**src/rtl/ray_frame_scheduler_pkg.sv**
```systemverilog
// Shared constants and types for the ray-march frame scheduler.
// Holds the screen geometry, coordinate widths, the FSM state enum and the per-pixel tag.
package ray_frame_scheduler_pkg;

  localparam int SCREEN_WIDTH  = 640;
  localparam int SCREEN_HEIGHT = 480;
  localparam int COORD_X_W     = 10;
  localparam int COORD_Y_W     = 9;
  localparam int INFLIGHT_W    = 7;

  typedef enum logic [1:0] {
    IDLE,
    RUN,
    DRAIN
  } sched_state_t;

  typedef struct packed {
    logic sof;
    logic eol;
  } pix_tag_t;

endpackage

```
**src/rtl/sched_tag_fifo.sv**
```systemverilog
// Synchronous FIFO of pixel tags that tracks the pipeline's in-flight pixels.
// The head is read combinationally; the raw head is undefined when empty, so the caller gates it.
module sched_tag_fifo
  import ray_frame_scheduler_pkg::*;
#(
  parameter int DEPTH = 16
) (
  input  logic     clk,
  input  logic     rst,
  input  logic     push,
  input  pix_tag_t push_dat,
  input  logic     pop,
  output pix_tag_t head_dat,
  output logic     empty,
  output logic     full
);

  localparam int AW = $clog2(DEPTH);

  pix_tag_t       mem [DEPTH];
  logic [AW:0]    wr_ptr;
  logic [AW:0]    rd_ptr;
  logic           do_push;
  logic           do_pop;

  // The extra pointer bit tells full apart from empty when the indices match.
  assign empty    = (wr_ptr == rd_ptr);
  assign full     = (wr_ptr[AW] != rd_ptr[AW]) && (wr_ptr[AW-1:0] == rd_ptr[AW-1:0]);
  assign do_push  = push && !full;
  assign do_pop   = pop && !empty;
  assign head_dat = mem[rd_ptr[AW-1:0]];

  always_ff @(posedge clk) begin
    if (rst) begin
      wr_ptr <= '0;
      rd_ptr <= '0;
    end else begin
      if (do_push) wr_ptr <= wr_ptr + (AW+1)'(1);
      if (do_pop)  rd_ptr <= rd_ptr + (AW+1)'(1);
    end
  end

  always_ff @(posedge clk) begin
    if (do_push) mem[wr_ptr[AW-1:0]] <= push_dat;
  end

endmodule

```
**src/rtl/ray_frame_scheduler.sv**
```systemverilog
// Credit-limited frame coordinate sequencer for the ray-march pipeline, with SOF/EOL head tags.
// Define SCHED_PERF_CNT_EN to add the stall_cycles and frames_done performance counters.
module ray_frame_scheduler
  import ray_frame_scheduler_pkg::*;
#(
  parameter int SCREEN_W     = SCREEN_WIDTH,
  parameter int SCREEN_H     = SCREEN_HEIGHT,
  parameter int MAX_INFLIGHT = 16
) (
  input  logic                  clk,
  input  logic                  rst,
  input  logic                  start,
  input  logic                  continuous,
  input  logic                  abort,
  output logic [COORD_X_W-1:0]  coord_x,
  output logic [COORD_Y_W-1:0]  coord_y,
  output logic                  coord_valid,
  input  logic                  pix_accept,
  output logic                  tag_sof,
  output logic                  tag_eol,
  output logic                  busy,
  output logic                  frame_done,
  output logic [INFLIGHT_W-1:0] inflight,
  output logic                  underflow
`ifdef SCHED_PERF_CNT_EN
  ,
  output logic [31:0]           stall_cycles,
  output logic [15:0]           frames_done
`endif
);

  localparam logic [COORD_X_W-1:0]  X_LAST   = COORD_X_W'(SCREEN_W - 1);
  localparam logic [COORD_Y_W-1:0]  Y_LAST   = COORD_Y_W'(SCREEN_H - 1);
  localparam logic [INFLIGHT_W-1:0] INFL_MAX = INFLIGHT_W'(MAX_INFLIGHT);

  sched_state_t          state;
  logic [COORD_X_W-1:0]  x;
  logic [COORD_Y_W-1:0]  y;
  logic                  abort_seen;

  logic                  issue;
  logic                  acc_ok;
  logic                  at_eol;
  logic                  at_last;
  pix_tag_t              push_tag;
  pix_tag_t              head_tag;
  logic                  tag_empty;
  logic                  tag_full;

  assign at_eol   = (x == X_LAST);
  assign at_last  = at_eol && (y == Y_LAST);
  // abort blocks issue in the very cycle it is sampled.
  assign issue    = (state == RUN) && !abort && (inflight < INFL_MAX);
  assign acc_ok   = pix_accept && (inflight != '0);
  assign push_tag = '{sof: (x == '0) && (y == '0), eol: at_eol};

  sched_tag_fifo #(
    .DEPTH (MAX_INFLIGHT)
  ) u_tag_fifo (
    .clk      (clk),
    .rst      (rst),
    .push     (issue),
    .push_dat (push_tag),
    .pop      (acc_ok),
    .head_dat (head_tag),
    .empty    (tag_empty),
    .full     (tag_full)
  );

  assign tag_sof = !tag_empty && head_tag.sof;
  assign tag_eol = !tag_empty && head_tag.eol;

  always_ff @(posedge clk) begin
    if (rst) begin
      state       <= IDLE;
      x           <= '0;
      y           <= '0;
      abort_seen  <= 1'b0;
      coord_x     <= '0;
      coord_y     <= '0;
      coord_valid <= 1'b0;
      busy        <= 1'b0;
      frame_done  <= 1'b0;
      inflight    <= '0;
      underflow   <= 1'b0;
`ifdef SCHED_PERF_CNT_EN
      stall_cycles <= '0;
      frames_done  <= '0;
`endif
    end else begin
      coord_valid <= issue;
      frame_done  <= 1'b0;
      busy        <= (state != IDLE);
      if (issue) begin
        coord_x <= x;
        coord_y <= y;
      end

      case ({issue, acc_ok})
        2'b10:   inflight <= inflight + INFLIGHT_W'(1);
        2'b01:   inflight <= inflight - INFLIGHT_W'(1);
        default: ;
      endcase
      if (pix_accept && (inflight == '0)) underflow <= 1'b1;

`ifdef SCHED_PERF_CNT_EN
      if ((state == RUN) && (inflight == INFL_MAX)) stall_cycles <= stall_cycles + 32'd1;
      if ((state == DRAIN) && (inflight == '0))      frames_done  <= frames_done + 16'd1;
`endif

      case (state)
        IDLE: begin
          if (start) begin
            state      <= RUN;
            x          <= '0;
            y          <= '0;
            abort_seen <= 1'b0;
          end
        end
        RUN: begin
          if (abort) begin
            state      <= DRAIN;
            abort_seen <= 1'b1;
          end else if (issue) begin
            if (at_eol) begin
              x <= '0;
              y <= at_last ? '0 : y + COORD_Y_W'(1);
            end else begin
              x <= x + COORD_X_W'(1);
            end
            if (at_last) state <= DRAIN;
          end
        end
        DRAIN: begin
          if (abort) abort_seen <= 1'b1;
          // Frame ends only once every issued pixel has left the result FIFO.
          if (inflight == '0) begin
            frame_done <= 1'b1;
            x          <= '0;
            y          <= '0;
            abort_seen <= 1'b0;
            state      <= (continuous && !abort_seen && !abort) ? RUN : IDLE;
          end
        end
        default: state <= IDLE;
      endcase
    end
  end

`ifndef SYNTHESIS
  tag_no_overflow: assert property (@(posedge clk) disable iff (rst) !(issue && tag_full));
`endif

endmodule

```
**config.mk**
```make
export PLATFORM = sky130hd
export DESIGN_NAME = ray_frame_scheduler
export DESIGN_NICKNAME = d
export VERILOG_FILES = /design/src/rtl/ray_frame_scheduler_pkg.sv /design/src/rtl/sched_tag_fifo.sv /design/src/rtl/ray_frame_scheduler.sv
export SDC_FILE = /design/constraint.sdc
export NUM_CORES = 1
export LEC_CHECK = 0
export BUFFER_PORTS_ARGS = -buffer_cell sky130_fd_sc_hd__buf_2
export CAP_MARGIN = 0
export CORE_MARGIN = 4
export CORE_UTILIZATION = 50
export DETAILED_ROUTE_END_ITERATION = 7
export PLACE_DENSITY = 0.69
export RECOVER_POWER = 25
export SLEW_MARGIN = 30
export SYNTH_ARGS = -nofsm -noshare
export SYNTH_HDL_FRONTEND = slang
export SYNTH_SLANG_ARGS = --single-unit
```
**constraint.sdc**
```tcl
create_clock -name clk -period 3.9 [get_ports clk]
set_clock_uncertainty 0.1 [all_clocks]
set_input_delay 0.78 -clock clk [delete_from_list [all_inputs] [get_ports clk]]
set_output_delay 0.78 -clock clk [all_outputs]
set_load 0.05 [all_outputs]
```
==> impl_metrics.toml, run 1 <==
[synth]
synth_mux_area_frac = 0.0633
syn_area_sq_um = 4550
synth-xor-area-share = 0.0558
synth_top_family_by_area = "simple AND/OR/NAND/NOR gates"
ys_ff_latch = 98
synth_compound_area_frac = 0.0924
synth_adder_area_share = 0.0468
seq_area_frac_synth = 0.502
synth_cell_type_count = 57
ys.flop_type = "dfxtp_1"
async_flop_share = 0
synth_simple_gate_area_frac = 0.201
synth.avg_cell_area_sq_um = 10.1
yosys_warnings = 0
netlist_instances = 452
synth_edf_count = 32
synth_nets = 475

[global_route]
grt_pass1_wl_um = 15600
grt.busiest_layer = "met2"
gr-usage-all-layers = 0.187
grt_max_degree = 30
grt_overflow = 0
grtUsageMet2 = 0.318
use_met3 = 0.0409
antenna_found_initial = 0
grt.met1_usage = 0.239
grt_pass1_vias = 3215

[final_layout]
nets = 502
syn_to_final_growth_pct = 9.46
drive_above_1_share = 0.167
multi_input_area_sq_um = 2100
regArea_sq_um = 2280
antenna_cells = 0
fillers = 804

[routing]
routedWlPerCell_um = 15.5
wl_um = 9160
viasPerCell = 5.55
drtPass1Iterations = 5
remaining_drc_errors = 0
drtIter0Drc = 147
antenna_left = 0
vias = 3285

[clock_network]
cts_tree = "yes"
cts.sinks = 98
cts_buffers = 9
cts_hold_buf = 0
post-cts-setup-buffers = 0
cts_root_buffer = "clkbuf_8"
htree_levels = 3
insertion_delay_ns = 0.36
cts_buffer_depth = 2
clk_pin_slew_ns = 0.09
cts_resized = 0

[run_status]
status = "complete, no violations"

[flow_run]
drv_cap = 0

[timing]
period_minus_slack_ns = 3.40
tns_ns = 0
tightest_slew_ns = 1.34
rsz0062_at_grt = "false"
slew_headroom = 0.107
worst_slack_ns = 0.500
fin_crit_sh = 0.872
setup_violations = 0
finalHoldViolCount = 0
slew_violations = 0
fmax_ghz = 0.294

[worst_setup_path]
crit_fanout = 23
path_buf_inv = 2
critPathSlowestCell = "ha_1"
cp-start-kind = "register"
crit_arrival_ns = 3.50
endpoint_kind = "register"
critPathRequiredTime_ns = 4.00
crit_path_cell_trace = "inv_1, ha_1, nand2b_1, nor2_4, inv_2, ha_1, xor2_1, ha_1, a21oi_1, mux2_2, nand3_1, a21oi_1, xnor2_1, nor2_1"
path_delay_family = "adder cells"
setup.worst_path.class = "reg2reg"
max_stage_delay_ns = 0.54
crit_path_frequent_cell = "ha_1"

[floorplan]
die_y_um = 103
die-area_sq_um = 10700
initial_core_util = 0.517
num_rows = 34
core_area_sq_um = 8810
die_w_um = 103
io_pins = 38

[placed_design]
gp_congestion = 0.822
pre_cts_ws_ns = 0.295
dpl.hpwl_um = 6580
portBuffers = 37

[worst_hold_path]
hold_path.class = "reg2reg"

[power]
p_leak_uw = 0.00190
powerDensity_nw_per_um2 = 619
ir_worst_vdd_v = 0.000322
-- logic make-up after synthesis --
| logic type | count (synthesis) |
|---|---|
| compound gates | 69 |
| xor+xnor | 29 |
| buf+inv | 40 |
| simple gates | 183 |
| mux | 16 |
| fa+ha+maj | 17 |
| flops | 98 |
-- cell usage in the layout, fill, tap and decap left out, types with 6 or more instances in the layout --
cell type and n:
a21oi_1 35, buf_2 35, clkbuf_8 9, dfxtp_1 66, edfxtp_1 32, ha_1 17
inv_1 13, mux4_2 10, nand2_1 55, nand2b_1 6, nand4_1 8, nor2_1 53
nor2b_1 8, nor3_1 11, o21ai_0 11, xnor2_1 9, xor2_1 20
-- Yosys cell counts (2+ instances only) --
| cell | number | area share |
|---|---|---|
| dfxtp_1 | 66 | 0.29 |
| nand2_1 | 55 | 0.045 |
| nor2_1 | 53 | 0.044 |
| a21oi_1 | 35 | 0.039 |
| edfxtp_1 | 32 | 0.21 |
| xor2_1 | 20 | 0.039 |
| ha_1 | 17 | 0.047 |
| inv_1 | 13 | 0.011 |
| clkbuf_1 | 12 | 0.0099 |
| nor3_1 | 12 | 0.013 |
| o21ai_0 | 11 | 0.012 |
| mux4_2 | 10 | 0.050 |
| buf_2 | 9 | 0.0099 |
| xnor2_1 | 9 | 0.017 |
| nand4_1 | 8 | 0.011 |
| nor2b_1 | 8 | 0.011 |
| nand2b_1 | 6 | 0.0083 |
| and2_1 | 5 | 0.0069 |
| and3_1 | 5 | 0.0069 |
| and4_1 | 5 | 0.0096 |
| nand3_1 | 5 | 0.0055 |
| a21o_1 | 4 | 0.0066 |
| mux2i_1 | 4 | 0.0088 |
| nor3b_1 | 4 | 0.0066 |
| a31oi_1 | 3 | 0.0041 |
| buf_1 | 3 | 0.0025 |
| nor4_1 | 3 | 0.0041 |
| a22o_1 | 2 | 0.0039 |
| buf_6 | 2 | 0.0050 |
| mux2_2 | 2 | 0.0050 |
| o21ai_1 | 2 | 0.0022 |
| or3_1 | 2 | 0.0027 |
-- where the power goes --
group	leakage [uW]	total [uW]	internal [uW]	switching (uW)
Sequential	0.000826	1250	1140	110
Combinational	0.000981	1180	414	768
Clock	0.0000925	645	298	347
-- cell type report --
class,instances,area share
inverters,14,0.0106
clock buffers,10,0.0256
flip-flops and latches,98,0.458
well taps,108,0.0271
multi-input cells,314,0.422
clock inverters,6,0.0136
repair buffers,42,0.0427
-- final timing paths --
check	start	to	slack, ns	cells after the start
max	state[1]	inflight[6]	0.50	14
max reg2reg	state[1]	inflight[6]	0.50	14
min reg2reg	coord_y[0]	coord_y[0]	0.36	2
min	coord_y[0]	coord_y[0]	0.36	2
-- metal layers --
metal	wire length [um]	up-vias
li1	-	1621
met1	4050	1614
met2	4760	41
met3	261	9
met4	90	0
met5	0	-
-- stage by stage --
stage / total power (uW) / hold WS [ns] / std cells / cell area (sq um) / util
global route: 3290 / 0.379 / 592 / 4980 / 0.566
global placement: 2430 / 0.344 / 576 / 4790 / 0.544
detailed placement: 2460 / 0.346 / 576 / 4790 / 0.544
finish: 3080 / 0.357 / 592 / 4980 / 0.566
CTS: 3110 / 0.361 / 592 / 4980 / 0.566
floorplan: 2220 / 0.358 / 452 / 4550 / -
-- worst min-delay path: stages, from the launching register on --
cell,delay [ns]
dfxtp_1,0.32
nand2_1,0.05
a21oi_1,0.05
-- registers in the layout, summed over array words and instances (netlist names), 2 cells and up, named ones only --
signal	count
u_tag_fifo.mem	32
coord_x	10
x	10
coord_y	9
y	9
inflight	7
u_tag_fifo.rd_ptr	5
u_tag_fifo.wr_ptr	5
state	2
Power figures use the tool's default switching activity.
==> run 2, diff against run 1 <==
Settings changed: BUFFER_PORTS_ARGS -buffer_cell sky130_fd_sc_hd__buf_2 to unset, DONT_BUFFER_PORTS set to 1, PLACE_DENSITY 0.69 to 0.68.
Clock period 3.9 ns to 3.1 ns, I/O delays scaled along.
==> impl_metrics.toml, run 2 (synthesis results as in run 1) <==
[final_layout]
largest_reg_flops = 32
antenna_cells = 0
fillers = 785
multi_input_area_sq_um = 2100
syn_to_final_growth_pct = 8.14
regArea_sq_um = 2290
drive_above_1_share = 0.134
final_core_util = 0.559
final_common_cell = "dfxtp_1"
final_cell_mix = "dfxtp_1 (59), nand2_1 (55), nor2_1 (53)"
nets = 473

[routing]
drtIter0Drc = 140
m1WireLength_um = 4070
antenna_left = 0
remaining_drc_errors = 0
wl_met2_um = 4500
routedWlPerCell_um = 16.1
viasPerCell = 5.66
wl_um = 9090
drtPass1Iterations = 4
vias = 3184
top_layer_used = "met4"
wl_met3_um = 364

[floorplan]
core_area_sq_um = 8810
num_rows = 34
initial_core_util = 0.517
die_w_um = 103
die-area_sq_um = 10700
io_pins = 38
die_y_um = 103

[worst_setup_path]
setup.worst_path.class = "reg2reg"
endpoint_kind = "register"
cp-start-kind = "register"
ff2ff_setup_slack_ns = 0.20
crit_fanout = 14
crit_arrival_ns = 3.07
critPathRequiredTime_ns = 3.26

[timing]
fin_crit_sh = 0.937
fmax_ghz = 0.344
setup_violations = 0
period_minus_slack_ns = 2.90
tightest_slew_ns = 0.930
tns_ns = 0
rsz0062_at_grt = "false"
finalHoldViolCount = 0
slew_headroom = 0.379
worst_slack_ns = 0.197
slew_violations = 0

[clock_network]
cts_tree = "yes"
cts_root_buffer = "clkbuf_8"
cts.sinks = 98
cts_buffer_depth = 2
cts_buffers = 9
htree_levels = 3
insertion_delay_ns = 0.36
cts_hold_buf = 0
clk_pin_slew_ns = 0.09

[power]
pwr-share-seq = 0.397
ir_worst_vdd_v = 0.000439
clkPwrFrac = 0.244
intPower_uw = 2520
pwr-share-comb = 0.359
p_sw_frac = 0.381
powerDensity_nw_per_um2 = 828
power.switching_uw = 1550
p_leak_uw = 0.00178

[global_route]
grt_overflow = 0
gr-usage-all-layers = 0.182
grt_max_degree = 54
grt_pass1_wl_um = 15200
grt_pass1_vias = 3107
antenna_found_initial = 0

[placed_design]
pre_cts_ws_ns = 0.188
gp_congestion = 0.802
dpl.hpwl_um = 6420
portBuffers = 0

[worst_hold_path]
hold_path.class = "in2reg"

[run_status]
status = "complete, no violations"

[flow_run]
drv_cap = 0
==> run 2: cell types whose count changed in the layout (fill, tap and decap cells not counted), moves of 2 or more <==
cell and delta:
dfxtp_2 +6, inv_6 +2, clkbuf_1 -2, dfxtp_1 -7, bufinv_16 +2, buf_2 -35
buf_4 +7
==> run 2: per-stage QoR <==
stage               std cells  hold slack, ns  area [sq um]  power, uW
global route              563           0.197          4920       4320
CTS                       563           0.202          4920       4100
global placement          547           0.380          4670       3090
floorplan                 452           0.358          4570       2830
detailed placement        547           0.389          4670       3110
finish                    563           0.215          4920       4070
==> run 2: path summary, 6_finish.rpt <==
| path | cells after the start | startpoint | to |
|---|---|---|---|
| max | 12 | inflight[4] | inflight[6] |
| min | 1 | rst | coord_x[8] |
| min reg2reg | 2 | y[0] | coord_y[0] |
| max reg2reg | 12 | inflight[4] | inflight[6] |
==> run 2: power by group through the flow <==
stage	clock network, uW	registers (uW)	logic (uW)
2_1_floorplan	0	1730	1100
3_3_place_gp	0	1640	1440
3_5_place_dp	0	1650	1470
4_1_cts	1010	1620	1470
5_1_grt	1070	1630	1620
6_report	994	1620	1460
==> run 2: critical path, stage by stage, from the launching register on <==
cell	delay [ns]
dfxtp_4	0.43
or3_4	0.43
o21ai_1	0.19
inv_1	0.09
ha_2	0.27
xor2_1	0.17
ha_1	0.24
a21oi_4	0.18
mux2_2	0.36
nand3_1	0.08
a21oi_1	0.07
xnor2_1	0.14
nor2_1	0.05
==> run 2: layout make-up <==
type,count,share of cell area
flip-flops and latches,98,0.466
multi-input cells,314,0.428
well taps,108,0.0275
clock buffers,9,0.0252
clock inverters,7,0.0252
repair buffers,13,0.0175
inverters,14,0.0107
==> run 2: what timing repair did <==
| action | 4_1_cts | 5_1_grt |
|---|---|---|
| gates resized for setup | 1 | 1 |
| buffers inserted | 0 | 0 |
| setup endpoints to repair | 2 | 1 |
==> run 2: per-layer routing <==
metal | track usage | vias up
li1 | - | 1569
met1 | 0.234 | 1542
met2 | 0.302 | 64
met3 | 0.0342 | 9
met4 | 0.0757 | 0
met5 | 0 | -
